--- src/rtl/instr_encoder_writer_pkg.sv ---
// rtl/instr_encoder_writer_pkg.sv - shared format codes, FSM encoding and address limits for the program loader
package instr_encoder_writer_pkg;

    typedef enum logic [1:0] {
        FMT_R    = 2'b00,
        FMT_I    = 2'b01,
        FMT_S    = 2'b10,
        FMT_RSVD = 2'b11
    } fmt_e;

    typedef enum logic [1:0] {
        ST_ACCEPT = 2'd0,
        ST_WRITE  = 2'd1,
        ST_DONE   = 2'd2
    } state_e;

    localparam int          ADDR_W    = 8;
    localparam int          DATA_W    = 32;
    localparam int          COUNT_W   = 7;
    localparam logic [7:0]  ADDR_STEP = 8'd4;
    localparam logic [6:0]  MAX_WORDS = 7'd64;
    localparam logic [7:0]  LAST_ADDR = 8'hFC;

    function automatic logic fmt_is_legal(input logic [1:0] f);
        return f != 2'(FMT_RSVD);
    endfunction

endpackage

--- src/rtl/instr_encode.sv ---
// rtl/instr_encode.sv - combinational RV32 field packer for R/I/S formats
module instr_encode
    import instr_encoder_writer_pkg::*;
(
    input  logic [1:0]  i_fmt,
    input  logic [6:0]  i_opcode,
    input  logic [2:0]  i_funct3,
    input  logic [6:0]  i_funct7,
    input  logic [4:0]  i_rd,
    input  logic [4:0]  i_rs1,
    input  logic [4:0]  i_rs2,
    input  logic [11:0] i_imm,
    output logic [31:0] o_word,
    output logic        o_legal
);

    always_comb begin
        o_word  = '0;
        o_legal = fmt_is_legal(i_fmt);
        case (fmt_e'(i_fmt))
            FMT_R:   o_word = {i_funct7, i_rs2, i_rs1, i_funct3, i_rd, i_opcode};
            FMT_I:   o_word = {i_imm, i_rs1, i_funct3, i_rd, i_opcode};
            FMT_S:   o_word = {i_imm[11:5], i_rs2, i_rs1, i_funct3, i_imm[4:0], i_opcode};
            default: o_word = '0;
        endcase
    end

endmodule

--- src/rtl/instr_encoder_writer.sv ---
// rtl/instr_encoder_writer.sv - accepts instruction fields, encodes them and writes words into instruction memory
module instr_encoder_writer
    import instr_encoder_writer_pkg::*;
(
    input  logic                clk,
    input  logic                reset,
    input  logic                in_valid,
    output logic                in_ready,
    input  logic [1:0]          fmt,
    input  logic [6:0]          opcode,
    input  logic [2:0]          funct3,
    input  logic [6:0]          funct7,
    input  logic [4:0]          rd,
    input  logic [4:0]          rs1,
    input  logic [4:0]          rs2,
    input  logic [11:0]         imm,
    input  logic                finish,
    output logic                mem_we,
    output logic [ADDR_W-1:0]   mem_addr,
    output logic [DATA_W-1:0]   mem_wdata,
    output logic [COUNT_W-1:0]  count,
    output logic                done,
    output logic                err
);

    state_e              r_state;
    state_e              w_next_state;
    logic [ADDR_W-1:0]   r_addr;
    logic [DATA_W-1:0]   r_word;
    logic [COUNT_W-1:0]  r_count;
    logic                r_err;
    logic [DATA_W-1:0]   w_word;
    logic                w_legal;
    logic                w_accept;
    logic                w_reject;

    instr_encode u_encode (
        .i_fmt    (fmt),
        .i_opcode (opcode),
        .i_funct3 (funct3),
        .i_funct7 (funct7),
        .i_rd     (rd),
        .i_rs1    (rs1),
        .i_rs2    (rs2),
        .i_imm    (imm),
        .o_word   (w_word),
        .o_legal  (w_legal)
    );

    always_ff @(posedge clk) begin
        if (reset) begin
            r_state <= ST_ACCEPT;
        end else begin
            r_state <= w_next_state;
        end
    end

    // in_valid is checked before finish so a word arriving with finish is never dropped
    always_comb begin
        w_next_state = r_state;
        in_ready     = 1'b0;
        mem_we       = 1'b0;
        done         = 1'b0;
        w_accept     = 1'b0;
        w_reject     = 1'b0;
        case (r_state)
            ST_ACCEPT: begin
                in_ready = 1'b1;
                if (in_valid) begin
                    if (w_legal) begin
                        w_accept     = 1'b1;
                        w_next_state = ST_WRITE;
                    end else begin
                        w_reject = 1'b1;
                    end
                end else if (finish) begin
                    w_next_state = ST_DONE;
                end
            end
            ST_WRITE: begin
                mem_we       = 1'b1;
                w_next_state = (r_addr == LAST_ADDR) ? ST_DONE : ST_ACCEPT;
            end
            ST_DONE: begin
                done = 1'b1;
            end
            default: begin
                w_next_state = ST_ACCEPT;
            end
        endcase
    end

    // The address stops at LAST_ADDR so it never wraps back over word 0
    always_ff @(posedge clk) begin
        if (reset) begin
            r_addr  <= '0;
            r_word  <= '0;
            r_count <= '0;
            r_err   <= 1'b0;
        end else begin
            if (w_accept) begin
                r_word <= w_word;
            end
            if (w_reject) begin
                r_err <= 1'b1;
            end
            if (mem_we) begin
                if (r_addr != LAST_ADDR) begin
                    r_addr <= r_addr + ADDR_STEP;
                end
                if (r_count != MAX_WORDS) begin
                    r_count <= r_count + 7'd1;
                end
            end
        end
    end

    assign mem_addr  = r_addr;
    assign mem_wdata = r_word;
    assign count     = r_count;
    assign err       = r_err;

endmodule

--- config.mk ---
export PLATFORM = sky130hd
export DESIGN_NAME = instr_encoder_writer
export DESIGN_NICKNAME = d
export VERILOG_FILES = /design/src/rtl/instr_encoder_writer_pkg.sv /design/src/rtl/instr_encode.sv /design/src/rtl/instr_encoder_writer.sv
export SDC_FILE = /design/constraint.sdc
export NUM_CORES = 1
export LEC_CHECK = 0
export BUFFER_PORTS_ARGS = -buffer_cell sky130_fd_sc_hd__buf_2
export CAP_MARGIN = 20
export CORE_ASPECT_RATIO = 1.1
export CORE_MARGIN = 4
export CORE_UTILIZATION = 52
export CTS_CLUSTER_SIZE = 12
export DETAILED_ROUTE_END_ITERATION = 10
export GPL_ROUTABILITY_DRIVEN = 0
export PLACE_DENSITY_LB_ADDON = 0.25
export SLEW_MARGIN = 10
export SYNTH_ARGS = -nofsm -noshare
export SYNTH_HDL_FRONTEND = slang
export SYNTH_SLANG_ARGS = --single-unit
--- constraint.sdc ---
create_clock -name clk -period 3.9 [get_ports clk]
set_input_delay 0.585 -clock clk [delete_from_list [all_inputs] [get_ports clk]]
set_output_delay 0.585 -clock clk [all_outputs]
set_load 0.005 [all_outputs]
==> flow_summary.yaml, run 1 <==
yosys:
  synth_flop_cell: "dfxtp_1"
  syn_area_um2: 2422
  ys_types: 43
  synth_edf_count: 0
  ys_warn_count: 0
  ys_seq_area_frac: 0.3967
  ys_ff_latch: 48
  syn_area_per_cell_um2: 9.106
  syn_inst: 266
  async_flop_share: 0
hold_path:
  hold_class: "register to register"
  whs_endpoint: "mem_wdata[16]"
  hold_depth: 2
  hp-start: "mem_wdata[16]"
floorplan:
  initial_core_util: 0.5492
  rows: 25
  fp.dieW_um: 73.08
  die_area_um2: 5816
  core_area_um2: 4410
  ioPinCount: 101
  die_h_um: 79.59
clock_network:
  postCtsHoldBufs: 0
  htreeDepth: 2
  clock_path_buffers: 2
  cts_inserted_buffers: 5
  path_clk_slew_ns: 0.09
  cts_resized: 0
  clockRootBuffer: "clkbuf_8"
  clock_latency_ns: 0.29
  cts_tree: "done"
  post_cts_buffers: 0
  cts_sinks: 48
layout:
  drive_above_1_share: 0.3771
  stdcell_count: 404
  final_cell_mix: "98 x buf_2, 52 x a21oi_1, 48 x dfxtp_1, 17 x nand3_1, 15 x nor2b_1"
  final_common_cell: "buf_2"
  diodes: 0
  syn_to_final_growth_pct: 21.13
  final_nets: 402
setup_path:
  cp_max_fo: 17
  r2r_start: "r_state[0]"
  critPathRequiredTime_ns: 4.04
  cp-start-kind: "register"
  r2r-end: "mem_wdata[31]"
  end_kind: "register"
  reg2reg_depth: 3
  r2r_slack_ns: 1.95
  crit_type: "register to register"
  arrival_ns: 2.09
drt:
  drc_errors: 0
  wire_per_inst_um: 14.77
  dr.pass1.iters: 4
  ant_nets: 0
  routed_via_density: 5.671
  vias: 2291
  drt_iter0_drc: 202
  routed_wl_um: 5969
timing:
  slew_violations: 0
  setup-violations-final: 0
  tightest_slew_ns: 1.045
  post-route-period-util: 0.5004
  relSlewSlack: 0.3018
  tns_ns: 0
  fin_crit_ns: 1.951
  rsz0062_at_grt: "false"
  hold_viol: 0
  finClkSkew_ns: 0.008807
  max_freq_mhz: 512.5
global_routing:
  grt_pass1_wl_um: 9487
  antenna_found_initial: 0
  grt_max_degree: 50
  grt_usage: 0.2032
  grt_pass1_vias: 2125
  overflow: 0
pwr:
  peakVddDrop_mv: 0.1718
  power-per-cell-area_nw_per_um2: 351.9
  cellLeakagePower_nw: 1.290
job:
  maxCapViolations: 0
placement:
  placedCellCount: 396
  io_buffers: 98
  hpwl_um: 4269
outcome:
  status: "finished clean"
power breakdown:
group	switching, mW	total [mW]	internal (mW)
sequential	0.0209	0.540	0.519
clock	0.157	0.299	0.142
combinational	0.104	0.194	0.0900
total	0.282	1.03	0.751
routing by layer:
layer | part of all wire | track usage | routed length, um | up-vias
met3 | 0.072 | 0.05038 | 429 | 5
met5 | 0 | 0 | 0 | -
met1 | 0.41 | 0.2482 | 2451 | 1081
li1 | - | - | - | 1134
met2 | 0.51 | 0.3524 | 3042 | 71
met4 | 0.0077 | 0.04982 | 46 | 0
flip-flops by register name, indices dropped and copies added, names as in the netlist:
name,cells
r_state,2
err,1
mem_wdata,32
count,7
mem_addr,6
worst max path at each step:
stage                          to  depth (start not counted)  slack (ns)        from
global route        mem_wdata[31]                          3        1.81  r_state[0]
finish              mem_wdata[31]                          3        1.95  r_state[0]
CTS                 mem_wdata[31]                          3        1.95  r_state[0]
global placement     mem_wdata[7]                          4        1.70      fmt[1]
detailed placement  mem_wdata[31]                          4        1.65      fmt[1]
floorplan           mem_wdata[26]                          5        2.35      fmt[1]
cell usage after synthesis (2+ instances only):
library cell | count | area share
ha_1 | 3 | 0.015
nor4_1 | 3 | 0.0077
or3_1 | 2 | 0.0052
nor2b_1 | 15 | 0.039
or4_1 | 2 | 0.0062
a21oi_1 | 52 | 0.11
mux2i_1 | 9 | 0.037
buf_6 | 4 | 0.019
a2bb2oi_1 | 7 | 0.025
nand3_1 | 17 | 0.035
inv_1 | 8 | 0.012
buf_1 | 2 | 0.0031
nand4b_1 | 2 | 0.0072
dfxtp_1 | 48 | 0.40
o21ai_2 | 9 | 0.033
a211oi_2 | 10 | 0.052
o21ai_0 | 9 | 0.019
nand2_1 | 10 | 0.015
a211oi_1 | 8 | 0.025
o31ai_1 | 2 | 0.0062
mux2_2 | 2 | 0.0093
buf_2 | 8 | 0.017
buf_4 | 3 | 0.0093
nor3_1 | 3 | 0.0062
clkbuf_1 | 6 | 0.0093
nor2_1 | 5 | 0.0077
critical path: stages (launching register included):
cell and delay (ns):
dfxtp_1 0.47, or3b_1 0.77, nor2_8 0.41, a211oi_1 0.13
through the flow:
step	utilization	worst slack, ns	hold WS, ns	instance area [um^2]	total power [mW]
after global routing	0.6652	1.812	0.4861	2934	1.090
final	0.6652	1.949	0.4683	2934	1.032
after global placement	0.6409	1.697	0.4506	2826	0.7385
after floorplan	-	2.348	0.4599	2426	0.6810
after CTS	0.6652	1.954	0.4722	2934	1.043
after detailed placement	0.6443	1.651	0.4572	2841	0.7456
cells by family after synthesis:
group / synth area share
simple gates: 0.1756
flops: 0.3967
other cells: 0.001548
compound gates: 0.2867
buf+inv: 0.07748
mux: 0.04649
fa+ha+maj: 0.01550
cell type report:
| cell class | count | area [um^2] |
|---|---|---|
| Fill cell | 400 | 1476 |
| Multi-Input combinational cell | 187 | 1277 |
| Sequential cell | 48 | 960.9 |
| Timing Repair Buffer | 99 | 505.5 |
| Clock buffer | 6 | 82.58 |
| Tap cell | 54 | 67.56 |
| Inverter | 8 | 30.03 |
| Clock inverter | 2 | 10.01 |
Power figures use the tool's default switching activity.
==> inputs of run 2 (changes only) <==
Settings changed: CORE_UTILIZATION 52 to 48.
Clock period 3.9 ns to 1.95 ns, I/O delays scaled along.
==> run 2 against run 1 <==
Wire length up 1.9%; clock power up 150%; final cell count up 2.7%; sequential share of layout area down 1.2 points.
==> flow_summary.yaml, run 2 (same netlist as run 1, synthesis figures left out) <==
outcome:
  status: "finished clean"
floorplan:
  ioPinCount: 101
  die_area_um2: 6248
  die_h_um: 82.51
  core_area_um2: 4750
  fp.dieW_um: 75.73
  rows: 26
  initial_core_util: 0.5100
clock_network:
  cts_tree: "done"
  cts_sinks: 48
  clock_path_buffers: 2
  htreeDepth: 2
  clockRootBuffer: "clkbuf_8"
  path_clk_slew_ns: 0.10
  cts_resized: 0
  clock_latency_ns: 0.30
  postCtsHoldBufs: 0
  cts_inserted_buffers: 5
  post_cts_buffers: 0
timing:
  finClkSkew_ns: 0.009280
  rsz0062_at_grt: "false"
  setup-violations-final: 0
  max_freq_mhz: 637.1
  post-route-period-util: 0.8049
  tns_ns: 0
  fin_hold_ws_ns: 0.2239
  relSlewSlack: 0.6536
  fin_crit_ns: 1.570
  hold_viol: 0
  tightest_slew_ns: 0.5196
  slew_violations: 0
  setup_ws_ns: 0.3805
layout:
  final_common_cell: "buf_2"
  largest_reg_flops: 32
  drive_above_1_share: 0.3928
  diodes: 0
  fillers: 443
  final_cell_mix: "98 x buf_2, 52 x a21oi_1, 48 x dfxtp_1, 17 x nand3_1, 15 x nor2b_1"
  syn_to_final_growth_pct: 25.67
  final_util: 0.6409
  final_nets: 411
drt:
  vias: 2305
  wire_per_inst_um: 14.65
  routed_wl_um: 6080
  dr.pass1.iters: 4
  ant_nets: 0
  routed_via_density: 5.554
  drc_errors: 0
  drt_iter0_drc: 102
global_routing:
  grt_pass1_vias: 2101
  grt_max_degree: 34
  grt_pass1_wl_um: 9384
  grt_usage: 0.1926
  antenna_found_initial: 0
  overflow: 0
setup_path:
  r2r_slack_ns: 0.38
  critPathRequiredTime_ns: 2.15
  slowest_stage: "dfxtp_1"
  cp_max_fo: 5
  cpLargestDelayFamily: "flip-flops"
  cp-start-kind: "register"
  end_kind: "register"
  arrival_ns: 1.77
  cpPeakStageDelay_ns: 0.36
  crit_type: "register to register"
  path_cells: "ha_1, and4_1, a21oi_1, mux2_2"
  path_buf_inv: 0
pwr:
  cellLeakagePower_nw: 1.344
  peakVddDrop_mv: 0.3718
  power_mw: 2.225
  power-per-cell-area_nw_per_um2: 731.0
placement:
  post-place-ws_ns: 0.3876
  hpwl_um: 4487
  io_buffers: 98
hold_path:
  hold_class: "primary input to register"
job:
  maxCapViolations: 0
-- run 2: through the flow --
step                      cell area [um^2]  instances
final                                 3044        415
after global routing                  3044        415
after CTS                             3044        415
after detailed placement              2929        407
after global placement                2929        407
after floorplan                       2426        267
-- run 2: worst reg2reg max path, stage by stage, from the launching register on --
cell and delay, ns:
dfxtp_1 0.36, ha_1 0.25, and4_1 0.25, a21oi_1 0.26, mux2_2 0.36
-- run 2: routing by layer --
layer	up-vias	routed length (um)	GRT usage
li1	1157	-	-
met1	1063	2578	0.2359
met2	76	2977	0.3394
met3	9	433	0.03753
met4	0	90	0.05420
met5	-	0	0
-- run 2: power breakdown --
group | internal [mW] | switching, mW
clock | 0.387 | 0.353
sequential | 1.04 | 0.0337
combinational | 0.195 | 0.218
total | 1.62 | 0.605
-- run 2: final cells by class --
| cell class | count | area [um^2] | area share |
|---|---|---|---|
| clock buffers | 5 | 68.82 | 0.02261 |
| clock inverters | 3 | 46.29 | 0.01521 |
| inverters | 8 | 30.03 | 0.009864 |
| multi-input cells | 187 | 1277 | 0.4196 |
| flip-flops and latches | 48 | 960.9 | 0.3157 |
| well taps | 56 | 70.07 | 0.02302 |
| repair buffers | 108 | 590.6 | 0.1940 |
-- run 2: path summary, 6_finish.rpt --
check / start / to / depth (start not counted)
hold / removal: opcode[6] / mem_wdata[6] / 3
setup reg to reg: mem_addr[2] / mem_addr[2] / 4
setup / recovery: mem_addr[2] / mem_addr[2] / 4
hold reg to reg: mem_wdata[17] / mem_wdata[17] / 2
==> inputs of run 3 (changes only) <==
Settings changed: CORE_UTILIZATION 48 to 43.
Clock period 1.95 ns to 1.35 ns, I/O delays scaled along.
==> run 3 against run 2 <==
Worst hold slack got worse by 0.074 ns; fmax increased by 16%; first-iteration DRC count fell by 41%; wire length up 4.8%; critical path depth grew 1; die area is 10% higher; critical path type unchanged; critical endpoint is now mem_wdata[29]; highest routed layer unchanged.
==> flow_summary.yaml, run 3 (same netlist as run 1, synthesis figures left out) <==
outcome:
  status: "finished clean"
layout:
  stdcell_count: 457
  final_util: 0.6136
  syn_to_final_growth_pct: 37.55
  final_nets: 434
  fillers: 514
  final_cell_mix: "99 x buf_2, 51 x a21oi_1, 44 x dfxtp_1, 28 x buf_4, 17 x nand3_1"
  drive_above_1_share: 0.4712
  diodes: 0
  largest_reg_flops: 32
  final_common_cell: "buf_2"
drt:
  routed_wl_um: 6373
  dr.pass1.iters: 4
  wire_per_inst_um: 13.95
  vias: 2351
  drt_iter0_drc: 60
  drc_errors: 0
  ant_nets: 0
  routed_via_density: 5.144
setup_path:
  end_kind: "register"
  slowest_stage: "or3b_4"
  cpPeakStageDelay_ns: 0.41
  path_buf_inv: 2
  cp-start-kind: "register"
  critPathRequiredTime_ns: 1.53
  path_cells: "or3b_4, buf_8, nor2_8, buf_12, a211oi_2"
  cpLargestDelayFamily: "simple AND/OR/NAND/NOR gates"
  crit_type: "register to register"
  arrival_ns: 1.53
  cp_max_fo: 12
timing:
  finClkSkew_ns: 0.004963
  setup-violations-final: 0
  max_freq_mhz: 741.9
  rsz0062_at_grt: "true"
  post-route-period-util: 0.9984
  hold_viol: 0
  fin_crit_ns: 1.348
  slew_violations: 0
  setup_ws_ns: 0.002177
  tns_ns: 0
placement:
  hpwl_um: 4653
  io_buffers: 98
  post-place-ws_ns: -0.06441
  placedCellCount: 444
pwr:
  power_mw: 3.094
  peakVddDrop_mv: 0.5157
  cellLeakagePower_nw: 1.467
  power-per-cell-area_nw_per_um2: 928.7
floorplan:
  core_area_um2: 5430
  initial_core_util: 0.4461
  ioPinCount: 101
  die_h_um: 86.72
  die_area_um2: 6899
  fp.dieW_um: 79.56
  rows: 28
global_routing:
  grt_max_degree: 34
  antenna_found_initial: 0
  grt_pass1_wl_um: 10270
  grt_usage: 0.1842
  overflow: 0
  grt_pass1_vias: 2203
clock_network:
  cts_tree: "done"
  clockRootBuffer: "clkbuf_8"
  htreeDepth: 2
  cts_sinks: 48
  clock_latency_ns: 0.29
  cts_inserted_buffers: 5
  path_clk_slew_ns: 0.08
  clock_path_buffers: 2
job:
  maxCapViolations: 0
hold_path:
  hold_class: "primary input to register"
## run 3: where the power goes
group | leakage [nW] | internal [mW] | switching (mW)
Sequential | 0.395 | 1.50 | 0.0453
Combinational | 1.02 | 0.343 | 0.336
Clock | 0.0510 | 0.409 | 0.461
## run 3: path summary, 6_finish.rpt
| kind | start | endpoint | slack [ns] | depth (start not counted) |
|---|---|---|---|---|
| max | r_state[1] | mem_wdata[29] | 0.002 | 5 |
| min | rs1[4] | mem_wdata[19] | 0.15 | 3 |
| max reg2reg | r_state[1] | mem_wdata[29] | 0.002 | 5 |
| min reg2reg | mem_wdata[16] | mem_wdata[16] | 0.46 | 2 |
## run 3: routing by layer
layer	share of wire	vias up	track usage
li1	-	1197	-
met1	0.43	1093	0.2246
met2	0.49	54	0.3166
met3	0.061	7	0.05301
met4	0.012	0	0.04844
met5	0	-	0
## run 3: what timing repair did
item | CTS | global route
resized for setup | 5 | 15
gates cloned | 0 | 1
pin swaps | 3 | 8
endpoints found under the setup margin | 22 | 36
setup buffers | 3 | 1
hold buffers | 0 | 0
## run 3: final cells by class
cell class	count	area, um^2	share of cell area
Tap cell	75	93.84	0.02816
Sequential cell	48	968.4	0.2906
Clock buffer	6	82.58	0.02478
Multi-Input combinational cell	187	1366	0.4101
Clock inverter	2	10.01	0.003004
Timing Repair Buffer	131	780.7	0.2343
Inverter	8	30.03	0.009012
## run 3: stage by stage
| stage | hold slack, ns | instance area (um^2) |
|---|---|---|
| after floorplan | 0.3500 | 2437 |
| after global placement | 0.4458 | 3099 |
| after detailed placement | 0.4571 | 3099 |
| after CTS | 0.1429 | 3239 |
| after global routing | 0.1402 | 3332 |
| final | 0.1504 | 3332 |
## run 3: worst min-delay path, stage by stage
cell     delay [ns]
buf_2          0.10
nand3_1        0.05
a21oi_1        0.05
